File: config.mk
export PLATFORM = sky130hd
export DESIGN_NAME = branch_resolve_queue
export DESIGN_NICKNAME = d
export VERILOG_FILES = /design/src/rtl/branch_resolve_queue.sv
export SDC_FILE = /design/constraint.sdc
export NUM_CORES = 1
export LEC_CHECK = 0
export CAP_MARGIN = 10
export CORE_MARGIN = 10
export CORE_UTILIZATION = 62
export DETAILED_ROUTE_END_ITERATION = 8
export PLACE_DENSITY = 0.85
export SETUP_SLACK_MARGIN = 0.1
export SYNTH_ARGS = -nofsm -noshare
export SYNTH_HDL_FRONTEND = slang
export SYNTH_SLANG_ARGS = --single-unit
File: constraint.sdc
create_clock -name clk -period 9.2 [get_ports clk]
set_input_delay 1.84 -clock clk [delete_from_list [all_inputs] [get_ports clk]]
set_output_delay 1.84 -clock clk [all_outputs]
set_load 0.02 [all_outputs]
File: src/rtl/branch_resolve_queue.sv
// In-order queue of unresolved branches/jumps: operands wake up from the CDB,
// the head resolves when ready, and a taken resolution redirects fetch and squashes the queue.
module brq_entry #(
  parameter int RSID_WIDTH = 4
) (
  input  logic                  clk,
  input  logic                  rst,
  input  logic                  clr,
  input  logic                  pop,
  input  logic                  wr_en,
  input  logic [2:0]            wr_cond,
  input  logic [31:0]           wr_target,
  input  logic                  wr_op1_ready,
  input  logic [RSID_WIDTH-1:0] wr_op1_rsid,
  input  logic [31:0]           wr_op1_data,
  input  logic                  wr_op2_ready,
  input  logic [RSID_WIDTH-1:0] wr_op2_rsid,
  input  logic [31:0]           wr_op2_data,
  input  logic                  cdb_valid,
  input  logic [RSID_WIDTH-1:0] cdb_rsid,
  input  logic [31:0]           cdb_data,
  output logic                  vld,
  output logic [2:0]            cond,
  output logic [31:0]           target,
  output logic                  op1_ready,
  output logic [31:0]           op1_data,
  output logic                  op2_ready,
  output logic [31:0]           op2_data
);
  logic                  vld_q, vld_d;
  logic [2:0]            cond_q, cond_d;
  logic [31:0]           target_q, target_d;
  logic                  op1_ready_q, op1_ready_d, op2_ready_q, op2_ready_d;
  logic [RSID_WIDTH-1:0] op1_rsid_q, op1_rsid_d, op2_rsid_q, op2_rsid_d;
  logic [31:0]           op1_data_q, op1_data_d, op2_data_q, op2_data_d;

  always_comb begin
    vld_d       = vld_q;
    cond_d      = cond_q;
    target_d    = target_q;
    op1_ready_d = op1_ready_q;
    op1_rsid_d  = op1_rsid_q;
    op1_data_d  = op1_data_q;
    op2_ready_d = op2_ready_q;
    op2_rsid_d  = op2_rsid_q;
    op2_data_d  = op2_data_q;
    if (vld_q && cdb_valid) begin
      if (!op1_ready_q && cdb_rsid == op1_rsid_q) begin
        op1_ready_d = 1'b1;
        op1_data_d  = cdb_data;
      end
      if (!op2_ready_q && cdb_rsid == op2_rsid_q) begin
        op2_ready_d = 1'b1;
        op2_data_d  = cdb_data;
      end
    end
    if (pop) vld_d = 1'b0;
    if (wr_en) begin
      vld_d       = 1'b1;
      cond_d      = wr_cond;
      target_d    = wr_target;
      op1_ready_d = wr_op1_ready;
      op1_rsid_d  = wr_op1_rsid;
      op1_data_d  = wr_op1_data;
      op2_ready_d = wr_op2_ready;
      op2_rsid_d  = wr_op2_rsid;
      op2_data_d  = wr_op2_data;
    end
    if (clr) vld_d = 1'b0;
  end

  always_ff @(posedge clk) begin
    if (rst) begin
      vld_q       <= 1'b0;
      cond_q      <= '0;
      target_q    <= '0;
      op1_ready_q <= 1'b0;
      op1_rsid_q  <= '0;
      op1_data_q  <= '0;
      op2_ready_q <= 1'b0;
      op2_rsid_q  <= '0;
      op2_data_q  <= '0;
    end else begin
      vld_q       <= vld_d;
      cond_q      <= cond_d;
      target_q    <= target_d;
      op1_ready_q <= op1_ready_d;
      op1_rsid_q  <= op1_rsid_d;
      op1_data_q  <= op1_data_d;
      op2_ready_q <= op2_ready_d;
      op2_rsid_q  <= op2_rsid_d;
      op2_data_q  <= op2_data_d;
    end
  end

  assign vld       = vld_q;
  assign cond      = cond_q;
  assign target    = target_q;
  assign op1_ready = op1_ready_q;
  assign op1_data  = op1_data_q;
  assign op2_ready = op2_ready_q;
  assign op2_data  = op2_data_q;
endmodule

module branch_resolve_queue #(
  parameter int DEPTH      = 4,
  parameter int RSID_WIDTH = 4
) (
  input  logic                  clk,
  input  logic                  rst,
  input  logic                  push_valid,
  output logic                  push_ready,
  input  logic [2:0]            push_cond,
  input  logic [31:0]           push_target,
  input  logic [31:0]           push_fallthrough,
  input  logic                  push_op1_ready,
  input  logic                  push_op2_ready,
  input  logic [RSID_WIDTH-1:0] push_op1_rsid,
  input  logic [RSID_WIDTH-1:0] push_op2_rsid,
  input  logic [31:0]           push_op1_data,
  input  logic [31:0]           push_op2_data,
  input  logic                  cdb_valid,
  input  logic [RSID_WIDTH-1:0] cdb_rsid,
  input  logic [31:0]           cdb_data,
  input  logic                  flush,
  output logic                  resolve_valid,
  output logic                  resolve_taken,
  output logic                  redirect_valid,
  output logic [31:0]           redirect_pc,
  output logic                  busy
);
  localparam int PW = (DEPTH > 1) ? $clog2(DEPTH) : 1;
  localparam int CW = $clog2(DEPTH + 1);

  logic [PW-1:0] head_q, head_d, tail_q, tail_d;
  logic [CW-1:0] count_q, count_d;
  logic          resolve_valid_q, resolve_valid_d, resolve_taken_q, resolve_taken_d;
  logic          redirect_valid_q, redirect_valid_d, busy_q, busy_d;
  logic [31:0]   redirect_pc_q, redirect_pc_d;

  logic [DEPTH-1:0]        e_vld, e_op1_ready, e_op2_ready, e_wr, e_pop;
  logic [DEPTH-1:0][2:0]   e_cond;
  logic [DEPTH-1:0][31:0]  e_target, e_op1, e_op2;

  // Fall-through is not needed: fetch already went down the not-taken path.
  logic unused_fallthrough;
  assign unused_fallthrough = ^push_fallthrough;

  logic        push_fire, op2_ign, op1_byp, op2_byp;
  logic        wr_op1_ready, wr_op2_ready;
  logic [31:0] wr_op1_data, wr_op2_data;

  assign push_ready = (count_q < CW'(DEPTH));
  assign push_fire  = push_valid && push_ready;
  assign op2_ign    = (push_cond >= 3'd2) && (push_cond <= 3'd6);
  assign op1_byp    = !push_op1_ready && cdb_valid && (cdb_rsid == push_op1_rsid);
  assign op2_byp    = !push_op2_ready && cdb_valid && (cdb_rsid == push_op2_rsid);
  assign wr_op1_ready = push_op1_ready || op1_byp;
  assign wr_op2_ready = push_op2_ready || op2_byp || op2_ign;
  assign wr_op1_data  = push_op1_ready ? push_op1_data : cdb_data;
  assign wr_op2_data  = push_op2_ready ? push_op2_data : cdb_data;

  logic        h_vld, h_rdy, h_taken, pop, redir, clr_all;
  logic [2:0]  h_cond;
  logic [31:0] h_op1, h_op2, h_target;

  assign h_vld    = e_vld[head_q];
  assign h_cond   = e_cond[head_q];
  assign h_op1    = e_op1[head_q];
  assign h_op2    = e_op2[head_q];
  assign h_target = e_target[head_q];
  assign h_rdy    = h_vld && e_op1_ready[head_q] && e_op2_ready[head_q];

  always_comb begin
    h_taken = 1'b0;
    case (h_cond)
      3'd0: h_taken = (h_op1 == h_op2);
      3'd1: h_taken = (h_op1 != h_op2);
      3'd2: h_taken = !h_op1[31] && (|h_op1);
      3'd3: h_taken = h_op1[31] || (h_op1 == '0);
      3'd4: h_taken = h_op1[31];
      3'd5: h_taken = !h_op1[31];
      3'd6: h_taken = 1'b1;
      default: h_taken = 1'b0;
    endcase
  end

  assign pop     = h_rdy && !flush;
  assign redir   = pop && h_taken;
  assign clr_all = flush || redir;

  genvar gi;
  generate
    for (gi = 0; gi < DEPTH; gi++) begin : g_ent
      assign e_wr[gi]  = push_fire && !clr_all && (tail_q == PW'(gi));
      assign e_pop[gi] = pop && (head_q == PW'(gi));
      brq_entry #(.RSID_WIDTH(RSID_WIDTH)) u_ent (
        .clk(clk), .rst(rst), .clr(clr_all), .pop(e_pop[gi]), .wr_en(e_wr[gi]),
        .wr_cond(push_cond), .wr_target(push_target),
        .wr_op1_ready(wr_op1_ready), .wr_op1_rsid(push_op1_rsid), .wr_op1_data(wr_op1_data),
        .wr_op2_ready(wr_op2_ready), .wr_op2_rsid(push_op2_rsid), .wr_op2_data(wr_op2_data),
        .cdb_valid(cdb_valid), .cdb_rsid(cdb_rsid), .cdb_data(cdb_data),
        .vld(e_vld[gi]), .cond(e_cond[gi]), .target(e_target[gi]),
        .op1_ready(e_op1_ready[gi]), .op1_data(e_op1[gi]),
        .op2_ready(e_op2_ready[gi]), .op2_data(e_op2[gi])
      );
    end
  endgenerate

  always_comb begin
    head_d  = head_q + PW'(pop);
    tail_d  = tail_q + PW'(push_fire);
    count_d = count_q + CW'(push_fire) - CW'(pop);
    if (clr_all) begin
      head_d  = '0;
      tail_d  = '0;
      count_d = '0;
    end
    busy_d           = (count_d != '0);
    resolve_valid_d  = pop;
    resolve_taken_d  = redir;
    redirect_valid_d = redir;
    redirect_pc_d    = '0;
    if (redir) redirect_pc_d = (h_cond == 3'd6) ? h_op1 : h_target;
  end

  always_ff @(posedge clk) begin
    if (rst) begin
      head_q           <= '0;
      tail_q           <= '0;
      count_q          <= '0;
      busy_q           <= 1'b0;
      resolve_valid_q  <= 1'b0;
      resolve_taken_q  <= 1'b0;
      redirect_valid_q <= 1'b0;
      redirect_pc_q    <= '0;
    end else begin
      head_q           <= head_d;
      tail_q           <= tail_d;
      count_q          <= count_d;
      busy_q           <= busy_d;
      resolve_valid_q  <= resolve_valid_d;
      resolve_taken_q  <= resolve_taken_d;
      redirect_valid_q <= redirect_valid_d;
      redirect_pc_q    <= redirect_pc_d;
    end
  end

  assign resolve_valid  = resolve_valid_q;
  assign resolve_taken  = resolve_taken_q;
  assign redirect_valid = redirect_valid_q;
  assign redirect_pc    = redirect_pc_q;
  assign busy           = busy_q;
endmodule

Word-level counts from Yosys, hierarchy flattened
Index checks and enable logic that the tools add are counted.
W data, S select, Z words.
{ "op_classes": {"n_reduce_logical": 82, "muxes": 75, "n_addsub": 4, "order_cmp": 4, "eq_ne": 24, "bitwise": 1} }
{ "op_table": {"columns": ["cell", "count"], "rows": [
  ["$mux W32", 30],
  ["$bmux W32 S2", 3],
  ["$eq A4 B4 Y1", 10],
  ["$mux W1", 35],
  ["$eq A32 B32 Y1", 1],
  ["$logic_and A1 B1 Y1", 32],
  ["$logic_not A32 Y1", 1],
  ["$ne A32 B32 Y1", 1],
  ["$reduce_bool A2 Y1", 16],
  ["$reduce_or A32 Y1", 1],
  ["$reduce_and A2 Y1", 8],
  ["$logic_not A1 Y1", 13],
  ["$eq A3 B3 Y1 const B", 3],
  ["$eq A2 B2 Y1 const B", 4],
  ["$pmux W1 S7", 1],
  ["$bmux W1 S2", 3],
  ["$bmux W3 S2", 1],
  ["$eq A3 B2 Y1 const B", 2],
  ["$mux W3", 2],
  ["$logic_or A1 B1 Y1", 5],
  ["$add A2 B1 Y2", 2],
  ["$eq A2 B1 Y1 const B", 2],
  ["$logic_not A2 Y1", 2],
  ["$reduce_or A2 Y1", 2],
  ["other kinds (10)", 10]
]} }
{ "word_totals": {"output_inout_bits": 37, "regBits": 482, "inputBits": 182} }

Depth between registers and ports, before layout
Gate-level depths: netlist (run 1).
{ "depth": {"word_depth": 12, "depth_mapped": 15} }

Cells and area by module
From an unflattened synthesis (run 1), not the netlist that was laid out.
{ "hier_totals": {"cells_unflattened": 2401, "area_unflattened_um2": 24447.2} }
{ "modules_own_cells": {"columns": ["mod", "n_inst", "cells_each", "area_per_inst_um2"], "rows": [
  ["brq_entry", 4, 489, 4689.5],
  ["branch_resolve_queue", 1, 445, 5689.2]
]} }

Worst setup path after synthesis (run 1)
OpenSTA, ideal clock, no wires.
{ "synth_timing": {"kind": "flip-flop to flip-flop", "start": "register head_q[1]", "end": "register g_ent[2].u_ent.op2_data_q[25]", "t_required_ns": 9.077, "period_less_slack_ns": 3.858, "arrival_time_ns": 3.735, "path_slack_ns": 5.342, "stages_incl_launch_ff": 15, "path_cell_list": "dfxtp_1 -> buf_2 -> buf_4 -> buf_2 -> mux4_2 -> nor4_1 -> nand4_1 -> o31ai_1 -> xor2_1 -> or3b_1 -> clkbuf_1 -> a2111o_1 -> buf_4 -> buf_6 -> mux2_1"} }
{ "synth_via": {"elab_chain_len": 12, "elab_cells_between_ends": 39, "classes_between": "eq/ne (8); mux (14); reduce/logical (17)"} }
{ "synth_lines": {"columns": ["element", "line_no", "text"], "rows": [
  ["start: declaration", "135", "logic [PW-1:0] head_q, head_d, tail_q, tail_d;"],
  ["start signal: assignment", "229", "head_q <= '0;"],
  ["start signal: assignment", "238", "head_q <= head_d;"],
  ["$bmux W32 S2 (tied with other cells)", "169", "assign h_op1 = e_op1[head_q];"],
  ["$mux W32 (implied by the code) (tied with other cells)", "169", null],
  ["$logic_not A32 Y1 (tied with other cells)", "180", "3'd3: h_taken = h_op1[31] || (h_op1 == '0);"],
  ["$logic_or A1 B1 Y1 (tied with other cells)", "180", null],
  ["$pmux W1 S7 or $logic_and A1 B1 Y1 (tied branches)", "176, 188", null],
  ["$logic_and A1 B1 Y1 (*)", "189", "assign redir = pop && h_taken;"],
  ["$logic_or A1 B1 Y1 (*)", "190", "assign clr_all = flush || redir;"],
  ["$logic_not A1 Y1 (*)", "195", "assign e_wr[gi] = push_fire && !clr_all && (tail_q == PW'(gi));"],
  ["$logic_and A1 B1 Y1 (*) (2 in series)", "195", null],
  ["$reduce_bool A2 Y1 (no source line)", null, null],
  ["$reduce_and A2 Y1 (no source line)", null, null],
  ["end signal: assignment", "92", "op2_data_q <= op2_data_d;"],
  ["end: declaration", "35", "logic [31:0] op1_data_q, op1_data_d, op2_data_q, op2_data_d;"]
]} }
Mark *: on every way between the ends. The rest lies on a longest branch, timed or not. The select of a mux whose other input is x is not followed.
A chain may end at the register's enable or synchronous reset.

Final worst setup path (run 1)
{ "layout_timing": {"start": "register head_q[1]", "end": "register g_ent[3].u_ent.op1_data_q[27]"} }
{ "layout_via": {"elab_chain_len": 12, "elab_cells_between_ends": 39, "classes_between": "eq/ne (8); mux (14); reduce/logical (17)"} }
{ "layout_lines": {"columns": ["element", "line_no", "text"], "rows": [
  ["$bmux W32 S2 (tied with other cells)", "169", null],
  ["$mux W32 (implied by the code) (tied with other cells)", "169", null],
  ["$logic_not A32 Y1 (tied with other cells)", "180", null],
  ["$logic_or A1 B1 Y1 (tied with other cells)", "180", null],
  ["$pmux W1 S7 or $logic_and A1 B1 Y1 (tied branches)", "176, 188", null],
  ["$logic_and A1 B1 Y1 (*)", "189", null],
  ["$logic_or A1 B1 Y1 (*)", "190", null],
  ["$logic_not A1 Y1 (*)", "195", null],
  ["$logic_and A1 B1 Y1 (*) (2 in series)", "195", null],
  ["$reduce_bool A2 Y1 (no source line)", null, null],
  ["$reduce_and A2 Y1 (no source line)", null, null],
  ["end signal: assignment", "89", "op1_data_q <= op1_data_d;"],
  ["end: declaration", "35", null]
]} }
Marks and branches as above.

==> results of run 1 <==
[flip-flops by register name, summed over array words and instances (netlist names)]
name and cells:
g_ent.u_ent.op1_data 128, g_ent.u_ent.op2_data 128, g_ent.u_ent.target 128, redirect_pc 32, g_ent.u_ent.op1_rsid_q 16, g_ent.u_ent.op2_rsid_q 16, g_ent.u_ent.cond 12, g_ent.u_ent.op1_ready 4
g_ent.u_ent.op2_ready 4, g_ent.u_ent.vld 4, count_q 3, head_q 2, tail_q 2, busy 1, redirect_valid 1, resolve_valid 1
[final cells by class]
cell class / count / area share [%]
Multi-Input combinational cell: 1683 / 50.6
Timing Repair Buffer: 217 / 7.43
Clock inverter: 14 / 0.531
Clock buffer: 75 / 5.21
Tap cell: 525 / 2.29
Sequential cell: 482 / 33.6
Inverter: 26 / 0.340
[power by group through the flow]
stage	Clock (mW)	Sequential [mW]	Combinational (mW)
after floorplan	0	2.24	0.416
after global placement	0	2.24	0.592
after detailed placement	0	2.25	0.609
after CTS	2.06	2.20	0.615
after global routing	2.14	2.21	0.662
final	2.05	2.20	0.624
[path summary, 6_finish.rpt]
check | cells after the start | slack (ns) | end | from
setup / recovery | 10 | 3.04 | g_ent[3].u_ent.op1_data[27] | head_q[1]
hold / removal | 2 | 0.47 | g_ent[1].u_ent.target[18] | g_ent[1].u_ent.target[18]
setup reg to reg | 10 | 3.04 | g_ent[3].u_ent.op1_data[27] | head_q[1]
hold reg to reg | 2 | 0.47 | g_ent[1].u_ent.target[18] | g_ent[1].u_ent.target[18]
[placed cells by master (no fill, tap or decap), types with 3 or more instances in the layout]
| cell | Yosys | routed |
|---|---|---|
| sky130_fd_sc_hd__clkdlybuf4s50_1 | 0 | 183 |
| sky130_fd_sc_hd__o41ai_1 | 4 | 4 |
| sky130_fd_sc_hd__ha_1 | 4 | 4 |
| sky130_fd_sc_hd__xor2_1 | 15 | 15 |
| sky130_fd_sc_hd__clkbuf_8 | 0 | 13 |
| sky130_fd_sc_hd__nand2b_1 | 215 | 215 |
| sky130_fd_sc_hd__nor4_1 | 10 | 10 |
| sky130_fd_sc_hd__nand3_1 | 4 | 4 |
| sky130_fd_sc_hd__nand4_1 | 18 | 18 |
| sky130_fd_sc_hd__mux4_2 | 99 | 99 |
| sky130_fd_sc_hd__buf_4 | 4 | 28 |
| sky130_fd_sc_hd__inv_1 | 26 | 26 |
| sky130_fd_sc_hd__mux2i_1 | 494 | 494 |
| sky130_fd_sc_hd__clkbuf_1 | 157 | 11 |
| sky130_fd_sc_hd__a31oi_1 | 4 | 4 |
| sky130_fd_sc_hd__dfxtp_1 | 482 | 480 |
| sky130_fd_sc_hd__bufinv_16 | 0 | 3 |
| sky130_fd_sc_hd__mux2_1 | 56 | 56 |
| sky130_fd_sc_hd__nor2_1 | 333 | 332 |
| sky130_fd_sc_hd__xnor2_1 | 62 | 62 |
| sky130_fd_sc_hd__nor3_1 | 11 | 11 |
| sky130_fd_sc_hd__a21oi_1 | 46 | 46 |
| sky130_fd_sc_hd__mux2_2 | 208 | 208 |
| sky130_fd_sc_hd__nand2_1 | 73 | 73 |
| sky130_fd_sc_hd__clkinv_2 | 0 | 9 |
| sky130_fd_sc_hd__a211oi_1 | 3 | 3 |
| sky130_fd_sc_hd__clkbuf_16 | 0 | 51 |
[per-stage QoR]
| step | instance area (µm²) | hold WS [ns] | setup slack, ns |
|---|---|---|---|
| 4_1_cts | 28700 | 0.471 | 3.21 |
| 5_1_grt | 28700 | 0.486 | 2.81 |
| 2_1_floorplan | 25200 | 0.445 | 5.34 |
| 6_report | 28700 | 0.469 | 3.04 |
| 3_5_place_dp | 27100 | 0.462 | 3.25 |
| 3_3_place_gp | 27100 | 0.455 | 3.23 |
[cell families after synthesis]
family	synth area share, %
compound gates	1.66
xor+xnor	2.68
fa+ha+maj	0.279
buf+inv	4.02
flops	38.4
mux	40.3
simple gates	12.6
[worst register-to-register path, delay by kind of cell, from the launching register on]
family	cells	cell delay [ns]
XOR/XNOR	1	0.43
AND/OR/NAND/NOR	4	1.68
buffers and inverters	2	1.14
flip-flops	1	0.90
multiplexers	2	1.02
AO/OA/AOI/OAI	1	0.90
[per-layer routing]
layer / vias up / wire length, µm / global-route usage (%)
met5: - / 0 / 0
met4: 0 / 2890 / 12.5
met3: 158 / 4510 / 4.30
met2: 678 / 33200 / 45.0
met1: 9121 / 27700 / 32.6
li1: 8448 / - / -
==> reports/results.md, run 1 <==
| Parameter | Reported |
| --- | --- |
| Leading cell type by number of instances after synthesis | sky130_fd_sc_hd__mux2i_1 |
| Die Area | 49,000 µm² |
| Core Rows | 73 |
| Total number of nets in the final design | 2,647 |
| Vias after detailed routing | 18,405 |
| Crit-path slowest cell | sky130_fd_sc_hd__dfxtp_4 |
| Cell leakage power | 13.3 nW |
| Clk slew on worst S/H paths | 0.06 ns |
| RSZ-0062 raised after global routing | no |
| Per-cell routed wire length | 22.6 µm |
| Leading cell types by total area after synthesis | sky130_fd_sc_hd__dfxtp_1 (38%), sky130_fd_sc_hd__mux2i_1 (20%), sky130_fd_sc_hd__mux2_2 (9.3%) |
| Transition at the pin with the smallest max-transition slack | 1.11 ns |
| Primary flip-flop cell chosen by synthesis mapping | sky130_fd_sc_hd__dfxtp_1 |
| Vias in the first global route | 19,274 |
| Worst-path cell chain | buf_4, mux4_2, xnor2_1, nand4_1, nor4_1, and3_1, or3b_1, a211o_4, buf_4, mux2_2 |
| Detailed-router iteration count before antenna repair | 5 |
| Routed Wire Length | 68,300 µm |
| Flip-flop and latch count after synthesis | 482 |
| Relative slew slack | 25.4% |
| Data arrival time of the critical path | 6.64 ns |
| Buffering stage count on the worst path with inverters included | 2 |
| Most common cell on crit path | sky130_fd_sc_hd__buf_4 |
| Overflow after GRT | 0 |
| Number of non-filler instances in the completed layout | 3,022 |
| Time the final worst path needs with I/O delays and setup | 6.16 ns |
| Library cell used as clock root buffer | sky130_fd_sc_hd__clkbuf_16 |
| Maximum number of pins on one net before global-route repair | 174 |
| Endpoints failing setup | 0 |
| Proportion of layout cells with a drive suffix above 1 | 17.2% |
| Core Region | 39,900 µm² |
| Final Core Density | 72.0% |
| Synth top area share | 38.4% |
| Detailed router's first-iteration violation count | 1,545 |
| Critical Path End Type | register |
| Synthesis Warnings | 0 |
| Crit path launch type | register |
| Layout fillers | 2,690 |
| Crit path required time | 9.68 ns |
| Setup fix buffers added after clock tree synthesis | 0 |
| Most frequent cells after synthesis | sky130_fd_sc_hd__mux2i_1 (494), sky130_fd_sc_hd__dfxtp_1 (482), sky130_fd_sc_hd__nor2_1 (333) |
| Number of H-tree levels | 2 |
| Final HPWL DP | 42,700 µm |
| Cell area after technology mapping | 25,200 µm² |
| Synthesized area per cell | 10.5 µm² |
| Largest stage delay on the critical path | 0.90 ns |
| Fraction of registers with async set/reset | 0% |
| Post-CTS Resized | 0 |
| Switching pwr | 1.22 mW |
| Outcome | finished clean |
| Post-synth EDFFs | 0 |
| Detailed-route vias per instance | 6.09 |
| Total power density per cell area | 170 nW/µm² |
| CTS buffer count | 50 |
| Final critical-path share of the clock period | 67.0% |
| Worst Path Class, Setup | register to register |
| Sequential cell area | 9660 µm² |
| Area occupied by multi-input gates | 14,500 µm² |
| Type of the worst min-delay path | register to register |
| Total of max-cap violations | 0 |
| Highest clock frequency the design can meet | 162 MHz |
| Dominant cell type by area after synthesis | sky130_fd_sc_hd__dfxtp_1 |
| Switching Share | 25.0% |
| Proportion of synthesized chip area in sequential cells | 38.4% |
| Die span in y | 221 µm |
| Clock tree from TritonCTS | done |
| Endpoints failing hold | 0 |
| Fin Setup TNS | 0 ns |
| Combinational group share of total power | 12.8% |
| Proportion of power drawn by the clock network | 42.0% |
| Clock latency at the later pin of the worst-skew pair | 0.59 ns |
| Number of cells produced by synthesis | 2,404 |
| Weighted congestion reported at the end of routability-driven placement | 0.808 |
| Category of cells accounting for the largest share of critical-path delay | simple AND/OR/NAND/NOR gates |
| Number of antenna repair diodes | 0 |
| Total power consumption of the routed design | 4.88 mW |
| Net count after synthesis | 2,591 |
| Syn-to-layout area delta | 14.2% |
| Crit path max fanout | 58 |
| Sinks on the clock net | 482 |
| Width of the chip | 221 µm |
| Global routing usage summed across all routing layers | 26.6% |
| Number of antenna violations at the first check in global routing | 0 |
| Max rail drop VDD | 137 µV |
| Number of instances in the placed design | 2,932 |
| Layout Skew | 0.0153 ns |
| Sequential fraction of design power | 45.2% |
| Count of unique library cells instantiated by Yosys | 43 |
| First-pass GRT wire length | 106,000 µm |
| PortBufs | 186 |
| Final antenna-violating net count | 0 |
| Max-slew violation count | 0 |
| Post-CTS Hold Fix Bufs | 0 |
| Internal power | 3.66 mW |
| I/O pin total | 219 |
| Deepest clock path buffer count | 3 |
| DRC violation count after routing | 0 |
| Starting density of the core | 63.0% |
Note: power is estimated with default switching activity, not from simulation.
==> run 2: changes to the inputs <==
--- a/config.mk
+++ b/config.mk
@@ -7,9 +7,9 @@
 export LEC_CHECK = 0
 export CAP_MARGIN = 10
 export CORE_MARGIN = 10
-export CORE_UTILIZATION = 62
+export CORE_UTILIZATION = 59
 export DETAILED_ROUTE_END_ITERATION = 8
-export PLACE_DENSITY = 0.85
+export PLACE_DENSITY = 0.81
 export SETUP_SLACK_MARGIN = 0.1
 export SYNTH_ARGS = -nofsm -noshare
 export SYNTH_HDL_FRONTEND = slang
==> constraint.sdc (replaced) <==
create_clock -name clk -period 5.7 [get_ports clk]
set_input_delay 1.14 -clock clk [delete_from_list [all_inputs] [get_ports clk]]
set_output_delay 1.14 -clock clk [all_outputs]
set_load 0.02 [all_outputs]
==> reports/results.md, run 2 (synthesis results as in run 1) <==
| Parameter | Reported | Change |
| --- | --- | --- |
| Transition at the pin with the smallest max-transition slack | 1.07 ns | -0.0403 ns |
| Endpoints failing hold | 0 | unchanged |
| Data arrival time of the critical path | 5.35 ns | -1.29 ns |
| Total power consumption of the routed design | 7.89 mW | +62% |
| Buffering stage count on the worst path with inverters included | 3 | +1 |
| Category of cells accounting for the largest share of critical-path delay | multiplexers |  |
| Final HPWL DP | 44,700 µm | +4.8% |
| Crit path launch type | register |  |
| I/O pin total | 219 | unchanged |
| Global routing usage summed across all routing layers | 26.7% | +0.069 points |
| Final antenna-violating net count | 0 | unchanged |
| Fin Setup TNS | 0 ns | unchanged |
| Die span in y | 226 µm | +2.3% |
| Clock latency at the later pin of the worst-skew pair | 0.59 ns | about the same |
| DP Area | 27,400 µm² | +1.2% |
| Number of antenna violations at the first check in global routing | 0 | unchanged |
| Max-slew violation count | 0 | unchanged |
| Vias in the first global route | 19,387 | +0.59% |
| Finished Cell Area | 29,000 µm² | +1.1% |
| Width of the chip | 226 µm | +2.3% |
| Clk slew on worst S/H paths | 0.06 ns | about the same |
| Most common cell on crit path | sky130_fd_sc_hd__buf_12 |  |
| Setup fix buffers added after clock tree synthesis | 0 | unchanged |
| Maximum number of pins on one net before global-route repair | 186 | +6.9% |
| Total power density per cell area | 272 nW/µm² | +60% |
| Weighted congestion reported at the end of routability-driven placement | 0.854 | +5.8% |
| Area occupied by multi-input gates | 14,500 µm² | unchanged |
| RSZ-0062 raised after global routing | no |  |
| Starting density of the core | 59.8% | -3.2 points |
| Crit-path slowest cell | sky130_fd_sc_hd__dfxtp_4 |  |
| Critical Path End Type | register |  |
| Total of max-cap violations | 0 | unchanged |
| Layout Skew | 0.0213 ns | +0.00597 ns |
| Post-CTS Resized | 0 | unchanged |
| Core Rows | 75 | +2.7% |
| First-pass GRT wire length | 108,000 µm | +1.6% |
| Proportion of layout cells with a drive suffix above 1 | 17.8% | +0.67 points |
| Number of H-tree levels | 2 | unchanged |
| Relative slew slack | 28.3% | +2.9 points |
| Sinks on the clock net | 482 | unchanged |
| Most frequent cells in the layout | sky130_fd_sc_hd__mux2i_1 (494), sky130_fd_sc_hd__dfxtp_1 (480), sky130_fd_sc_hd__nor2_1 (332) |  |
| Deepest clock path buffer count | 3 | unchanged |
| Most common library cell in the layout ignoring fill and taps | sky130_fd_sc_hd__mux2i_1 |  |
| Endpoints failing setup | 0 | unchanged |
| Syn-to-layout area delta | 15.5% |  |
| Layout fillers | 3,058 | +14% |
| Detailed router's first-iteration violation count | 1,419 | -8.2% |
| Highest clock frequency the design can meet | 205 MHz | +26% |
| Core Region | 42,000 µm² | +5.3% |
| Outcome | finished clean |  |
| Detailed-route vias per instance | 6.10 | +0.19% |
| Type of the worst min-delay path | register to register |  |
| Detailed-router iteration count before antenna repair | 8 | +3 |
| Number of antenna repair diodes | 0 | unchanged |
| Worst-path cell chain | buf_12, buf_4, mux4_2, nor4_1, nand4_1, o31ai_1, xor2_1, or3b_1, a2111o_2, buf_12, mux2_1 |  |
| Die Area | 51,300 µm² | +4.6% |
| Largest stage delay on the critical path | 0.62 ns | -0.28 ns |
| Max rail drop VDD | 215 µV | +57% |
| Vias after detailed routing | 18,642 | +1.3% |
| Final critical-path share of the clock period | 85.6% | +19 points |
| CTS buffer count | 50 | unchanged |
| Per-cell routed wire length | 22.9 µm | +1.2% |
| Crit path max fanout | 61 | +5.2% |
| Total number of nets in the final design | 2,664 | +0.64% |
| DRC violation count after routing | 0 | unchanged |
| Cell leakage power | 13.5 nW | +1.3% |
| PortBufs | 186 | unchanged |
| Sequential cell area | 9660 µm² | unchanged |
| Crit path required time | 6.17 ns | -3.51 ns |
| Worst Path Class, Setup | register to register |  |
| Time the final worst path needs with I/O delays and setup | 4.88 ns | -1.28 ns |
| Routed Wire Length | 69,800 µm | +2.3% |
| Clock tree from TritonCTS | done |  |
| Library cell used as clock root buffer | sky130_fd_sc_hd__clkbuf_16 |  |
| Post-CTS Hold Fix Bufs | 0 | unchanged |
| Overflow after GRT | 0 | unchanged |
-- run 2: changes by cell type in the layout (fill, tap and decap cells not counted), moves of 3 or more --
cell	before	now
sky130_fd_sc_hd__clkinv_2	9	14
sky130_fd_sc_hd__buf_12	2	16
sky130_fd_sc_hd__clkbuf_8	13	10
sky130_fd_sc_hd__buf_4	28	32
-- run 2: final timing paths --
check / from / endpoint / slack, ns / depth (start not counted)
hold reg to reg: g_ent[1].u_ent.target[25] / g_ent[1].u_ent.target[25] / 0.47 / 2
setup / recovery: head_q[1] / g_ent[2].u_ent.op1_data[9] / 0.82 / 11
setup reg to reg: head_q[1] / g_ent[2].u_ent.op1_data[9] / 0.82 / 11
hold / removal: g_ent[1].u_ent.target[25] / g_ent[1].u_ent.target[25] / 0.47 / 2
-- run 2: cell type report --
class	instances	share of cell area [%]
clock inverter	20	0.707
sequential	482	33.2
clock buffer	71	5.00
multi-input combinational	1683	50.1
timing repair buffer	234	8.32
inverter	26	0.336
tap	539	2.32
-- run 2: metal layers --
metal / wire length [µm] / track usage, % / share of wire (%) / vias up
met3: 4810 / 4.64 / 6.9 / 150
li1: - / - / - / 8488
met5: 0 / 0 / 0 / -
met2: 33700 / 44.6 / 48 / 725
met4: 2590 / 11.7 / 3.7 / 0
met1: 28700 / 33.2 / 41 / 9279
-- run 2: worst min-delay path: stages, from the launching register on --
cell and delay [ns]:
sky130_fd_sc_hd__dfxtp_1 0.31, sky130_fd_sc_hd__nand2b_1 0.06, sky130_fd_sc_hd__mux2i_1 0.05
-- run 2: stage by stage --
stage | hold slack, ns | instances | worst slack, ns | utilization [%]
after global placement | 0.455 | 2964 | 1.01 | 65.1
after CTS | 0.473 | 3055 | 0.865 | 69.1
after floorplan | 0.445 | 2404 | 1.84 | -
final | 0.474 | 3055 | 0.820 | 69.1
after detailed placement | 0.462 | 2964 | 0.931 | 65.1
after global routing | 0.489 | 3055 | 0.604 | 69.1
-- run 2: where the power goes --
group | internal [mW] | switching, mW
clock | 1.95 | 1.36
combinational | 0.483 | 0.541
sequential | 3.49 | 0.0660
